--- config.mk ---
export PLATFORM = sky130hd
export DESIGN_NAME = cpu_sequencer
export DESIGN_NICKNAME = d
export VERILOG_FILES = /design/src/rtl/cpu_sequencer.sv
export SDC_FILE = /design/constraint.sdc
export NUM_CORES = 1
export LEC_CHECK = 0
export CELL_PAD_IN_SITES_DETAIL_PLACEMENT = 0
export CELL_PAD_IN_SITES_GLOBAL_PLACEMENT = 1
export CORE_UTILIZATION = 30
export CTS_CLUSTER_SIZE = 12
export DETAILED_ROUTE_END_ITERATION = 10
export PLACE_DENSITY_LB_ADDON = 0.1
export SLEW_MARGIN = 25
export SYNTH_ARGS = -nofsm -noshare
export SYNTH_HDL_FRONTEND = slang
export SYNTH_SLANG_ARGS = --single-unit
export TNS_END_PERCENT = 30
--- constraint.sdc ---
create_clock -name clk -period 3.62 [get_ports clk]
set_clock_uncertainty 0.15 [all_clocks]
set_input_delay 0.724 -clock clk [delete_from_list [all_inputs] [get_ports clk]]
set_output_delay 0.724 -clock clk [all_outputs]
set_load 0.05 [all_outputs]
--- src/rtl/cpu_sequencer.sv ---
// rtl/cpu_sequencer.sv - multi-cycle instruction sequencer driving datapath strobes.
// Optional memory wait states enabled by defining CPU_SEQ_MEM_WAIT_EN (adds mem_ack).
module cpu_sequencer (
    input  logic        clk,
    input  logic        rst_n,
    input  logic        run,
    input  logic [17:0] ins,
    input  logic        cmp_true,
`ifdef CPU_SEQ_MEM_WAIT_EN
    input  logic        mem_ack,
`endif
    output logic        ir_load,
    output logic        pc_enable,
    output logic        pc_select,
    output logic        read_enable,
    output logic        alu_enable,
    output logic        imm_enable,
    output logic        comp_enable,
    output logic        ram_enable,
    output logic        st,
    output logic        mem_load,
    output logic        we,
    output logic [1:0]  aluchoice,
    output logic [2:0]  bchoice,
    output logic        ready,
    output logic [2:0]  state,
    output logic [15:0] instr_count
);

    typedef enum logic [2:0] {
        FETCH1 = 3'b000,
        FETCH2 = 3'b001,
        EXEC   = 3'b010,
        LD2    = 3'b011,
        ST2    = 3'b100
    } state_t;

    state_t      r_state;
    state_t      w_next;
    logic [3:0]  r_opcode;
    logic [15:0] r_instr_count;
    logic        w_ack;
    logic        w_unused_ins;

`ifdef CPU_SEQ_MEM_WAIT_EN
    assign w_ack = mem_ack;
`else
    assign w_ack = 1'b1;
`endif

    assign w_unused_ins = ^ins[13:0];
    assign state        = r_state;
    assign instr_count  = r_instr_count;

    always_ff @(posedge clk or negedge rst_n) begin
        if (!rst_n) begin
            r_state       <= FETCH1;
            r_opcode      <= 4'd0;
            r_instr_count <= 16'd0;
        end else begin
            r_state <= w_next;
            if (r_state == FETCH2) begin
                r_opcode <= ins[17:14];
            end
            if (ready) begin
                r_instr_count <= r_instr_count + 16'd1;
            end
        end
    end

    always_comb begin
        ir_load     = 1'b0;
        pc_enable   = 1'b0;
        pc_select   = 1'b0;
        read_enable = 1'b0;
        alu_enable  = 1'b0;
        imm_enable  = 1'b0;
        comp_enable = 1'b0;
        ram_enable  = 1'b0;
        st          = 1'b0;
        mem_load    = 1'b0;
        we          = 1'b0;
        aluchoice   = 2'b00;
        bchoice     = 3'b000;
        ready       = 1'b0;
        w_next      = FETCH1;
        case (r_state)
            FETCH1: begin
                ram_enable = 1'b1;
                w_next     = (run && w_ack) ? FETCH2 : FETCH1;
            end
            FETCH2: begin
                ir_load   = 1'b1;
                pc_enable = 1'b1;
                w_next    = EXEC;
            end
            EXEC: begin
                if (!r_opcode[3]) begin
                    // Register and immediate ALU ops share one decode; opcode[2] picks the immediate.
                    read_enable = 1'b1;
                    alu_enable  = 1'b1;
                    we          = 1'b1;
                    aluchoice   = r_opcode[1:0];
                    imm_enable  = r_opcode[2];
                    ready       = 1'b1;
                end else begin
                    case (r_opcode)
                        4'd13: begin
                            ram_enable = 1'b1;
                            w_next     = w_ack ? LD2 : EXEC;
                        end
                        4'd14: begin
                            read_enable = 1'b1;
                            ram_enable  = 1'b1;
                            w_next      = ST2;
                        end
                        4'd15: begin
                            pc_enable = 1'b1;
                            pc_select = 1'b1;
                            ready     = 1'b1;
                        end
                        default: begin
                            read_enable = 1'b1;
                            comp_enable = 1'b1;
                            bchoice     = r_opcode[2:0];
                            pc_enable   = cmp_true;
                            pc_select   = cmp_true;
                            ready       = 1'b1;
                        end
                    endcase
                end
            end
            LD2: begin
                mem_load = 1'b1;
                we       = 1'b1;
                ready    = 1'b1;
            end
            ST2: begin
                st         = 1'b1;
                ram_enable = 1'b1;
                ready      = w_ack;
                w_next     = w_ack ? FETCH1 : ST2;
            end
            default: w_next = FETCH1;
        endcase
        // Reset overrides decode so no write strobe can escape while rst_n is low.
        if (!rst_n) begin
            ir_load     = 1'b0;
            pc_enable   = 1'b0;
            pc_select   = 1'b0;
            read_enable = 1'b0;
            alu_enable  = 1'b0;
            imm_enable  = 1'b0;
            comp_enable = 1'b0;
            ram_enable  = 1'b0;
            st          = 1'b0;
            mem_load    = 1'b0;
            we          = 1'b0;
            aluchoice   = 2'b00;
            bchoice     = 3'b000;
            ready       = 1'b0;
        end
    end

endmodule

==> impl_metrics.toml <==
[cts]
clock_sinks = 23
cts_buffers = 3
cts_tree = "done"
clk_pin_slew_ns = 0.08
cts_hold_buf = 0
ctsLongestPathBuffers = 2
cts.htree.levels = 1
cts_setup_buffers = 0
insertion_delay_ns = 0.27
cts-root-buf = "clkbuf_8"
cts_resized = 0

[routing]
drt_iter0_markers = 63
dr.pass1.iters = 4
ant_nets = 0
drc = 0
viasPerCell = 4.88
routed_wl_um = 2980
vias = 1088
avgRoutedWirePerCell_um = 13.3

[place]
gp_congestion = 0.815
place_inst = 219
dpl.hpwl_um = 2270
dpl_cell_area_um2 = 1950
port_buffers = 43
pre_cts_ws_ns = 0.287

[worst_setup_path]
rr_startpoint = "r_opcode[3]"
crit_fanout = 12
crit_cells = 7
cp.buffers_inverters = 3
reg2reg_slack_ns = 1.43
cpMaxStageDelayCell = "clkdlybuf4s50_1"
crit_type = "in2out"
cp.required_ns = 2.75
cp-end-kind = "output port"
crit_arrival_ns = 2.44
cp_slowest_stage_delay_ns = 0.51
path_cells = "clkdlybuf4s50_1 -> buf_4 -> nor2b_1 -> nand2_1 -> nor2_1 -> and2_1 -> buf_12"
critPathLaunchType = "input pin"
reg2regPathDepth = 4
cp_top_family = "buffers and inverters"
r2r_end = "instr_count[1]"

[yosys]
yosys.area.top_type_share_pct = 44.5
syn_inst = 125
synth.distinct_cells = 33
seq_area_frac_synth_pct = 44.5
synth_area_um2 = 1290
yosys_warnings = 0
synth_area_leaders = "dfrtp_1 (45%), xor2_1 (8.8%), nand3_1 (5.0%), a2111oi_4 (4.3%), a2111oi_0 (3.4%)"
syn_area_per_cell_um2 = 10.3
synth_top_cell_by_area = "dfrtp_1"
synth_edf_count = 0
ys.flop_type = "dfrtp_1"
yosys-top-cells-count = "dfrtp_1 (23), nand3_1 (13), xor2_1 (13), nand2_1 (9)"
synth-seq-cells = 23
synth.most_common_cell = "dfrtp_1"
syn_nets = 148
async_reset_ff_share_pct = 100

[pwr]
ir_worst_vdd_mv = 0.452
p_switching_uw = 594
swShare_pct = 47.5
seq_power_share_pct = 33.8
p_int_uw = 657
power.leakage_nw = 0.883
pwr-share-clk_pct = 13.0
comb_power_share_pct = 53.2
power_per_cell_area_nw_per_um2 = 626
power.total_mw = 1.25

[sta]
drv_slew = 0
min_period_ns = 3.32
finalHoldViolations = 0
relSlewSlack_pct = 52.9
finalCritPeriodShare_pct = 91.6
worstMarginPinSlew_ns = 0.706
fin_setup_tns_ns = 0
rsz0062_at_grt = "no"
setup_ws_ns = 0.305
max_freq_mhz = 302
setup_violations = 0

[finish]
diodes = 0
fillers = 364
finalInstanceArea_um2 = 2000
final_cells = 223
area_growth_pct = 54.5
drive_gt1_share_pct = 20.2
fin_nets = 197

[min_path]
hold_path_depth = 1
hold_path_class = "reg2reg"
hold_end = "instr_count[15]"
worst_hold_startpoint = "instr_count[15]"

[floorplan]
start_util_pct = 31.9
die_x_um = 67.6
core_um2 = 4060
die_h_um = 67.6
rows = 23
die_area_um2 = 4570
io_pins = 58

[global_routing]
grt_pass1_wl_um = 5020
grt_max_degree = 16
grt_antenna_before_repair = 0
overflow = 0
first_global_vias = 1031
grt.total_usage_pct = 14.9

[run]
maxCapViolCount = 0

[run_status]
run_status = "finished clean"
[metal layers]
layer	global-route usage, %	wire length, um
met3	2.03	141
met1	18.8	1350
met5	0	0
met4	7.18	54
met2	24.8	1430
[cells by family (layout without fill, tap and decap cells)]
kind of cell	Yosys count	count (layout)	synth area share [%]
muxes	4	4	3.39
adders and majority gates	1	1	0.968
xor gates and xnor gates	16	16	10.8
DFF	23	23	44.5
and+or+nand+nor	50	50	21.2
AOI/OAI and AO/OA	21	21	15.1
buffers and inverters	10	58	3.97
[registers in the layout, indices dropped and copies added, names as in the netlist]
| register | cells |
|---|---|
| instr_count | 16 |
| r_opcode | 4 |
| state | 3 |
[cell usage in the layout (no fill, tap or decap), drive strengths merged, types with 2 or more instances in the layout]
cell | Yosys | routed
clkdlybuf4s50 | 0 | 26
dfrtp | 23 | 23
buf | 4 | 22
nand3 | 14 | 14
xor2 | 13 | 13
nand2 | 9 | 9
a2111oi | 7 | 7
a21oi | 6 | 6
inv | 6 | 6
and2 | 6 | 6
nor2 | 5 | 5
clkbuf | 0 | 4
o21ai | 3 | 3
nor3 | 3 | 3
xnor2 | 3 | 3
mux2 | 3 | 3
and3 | 3 | 3
nor2b | 2 | 2
or2 | 2 | 2
a211oi | 2 | 2
nand3b | 2 | 2
o31ai | 2 | 2
[cell type report]
type	instances	area [um^2]	area share [%]
timing repair buffer	48	626	31.3
clock buffer	4	45.0	2.26
tap	50	62.6	3.13
sequential	23	576	28.8
multi-input combinational	92	666	33.3
inverter	6	22.5	1.13
[worst reg2reg max path: stages, from the launching register on]
cell	delay [ns]
dfrtp_1	0.50
nand2_1	0.16
o31ai_4	0.65
nand2_1	0.29
mux2_2	0.33
[stage by stage]
stage,hold WS (ns),util (%)
floorplan,0.278,-
global placement,0.309,48.1
detailed placement,0.322,48.1
CTS,0.333,49.2
global route,0.362,49.2
finish,0.327,49.2
[how the worst max path moves through the flow]
stage,startpoint,slack [ns],end
after floorplan,rst_n,0.37,pc_enable
after global placement,rst_n,0.32,aluchoice[0]
after detailed placement,rst_n,0.29,aluchoice[0]
after CTS,rst_n,0.29,aluchoice[0]
after global routing,rst_n,0.16,aluchoice[0]
final,rst_n,0.30,aluchoice[0]
[power by group through the flow]
stage	Combinational (mW)	Sequential [mW]	Clock, mW
floorplan	0.327	0.519	0
global placement	0.665	0.426	0
detailed placement	0.670	0.428	0
CTS	0.673	0.424	0.167
global route	0.711	0.440	0.180
finish	0.666	0.422	0.162
No activity file was read; power rests on OpenSTA's default activity.
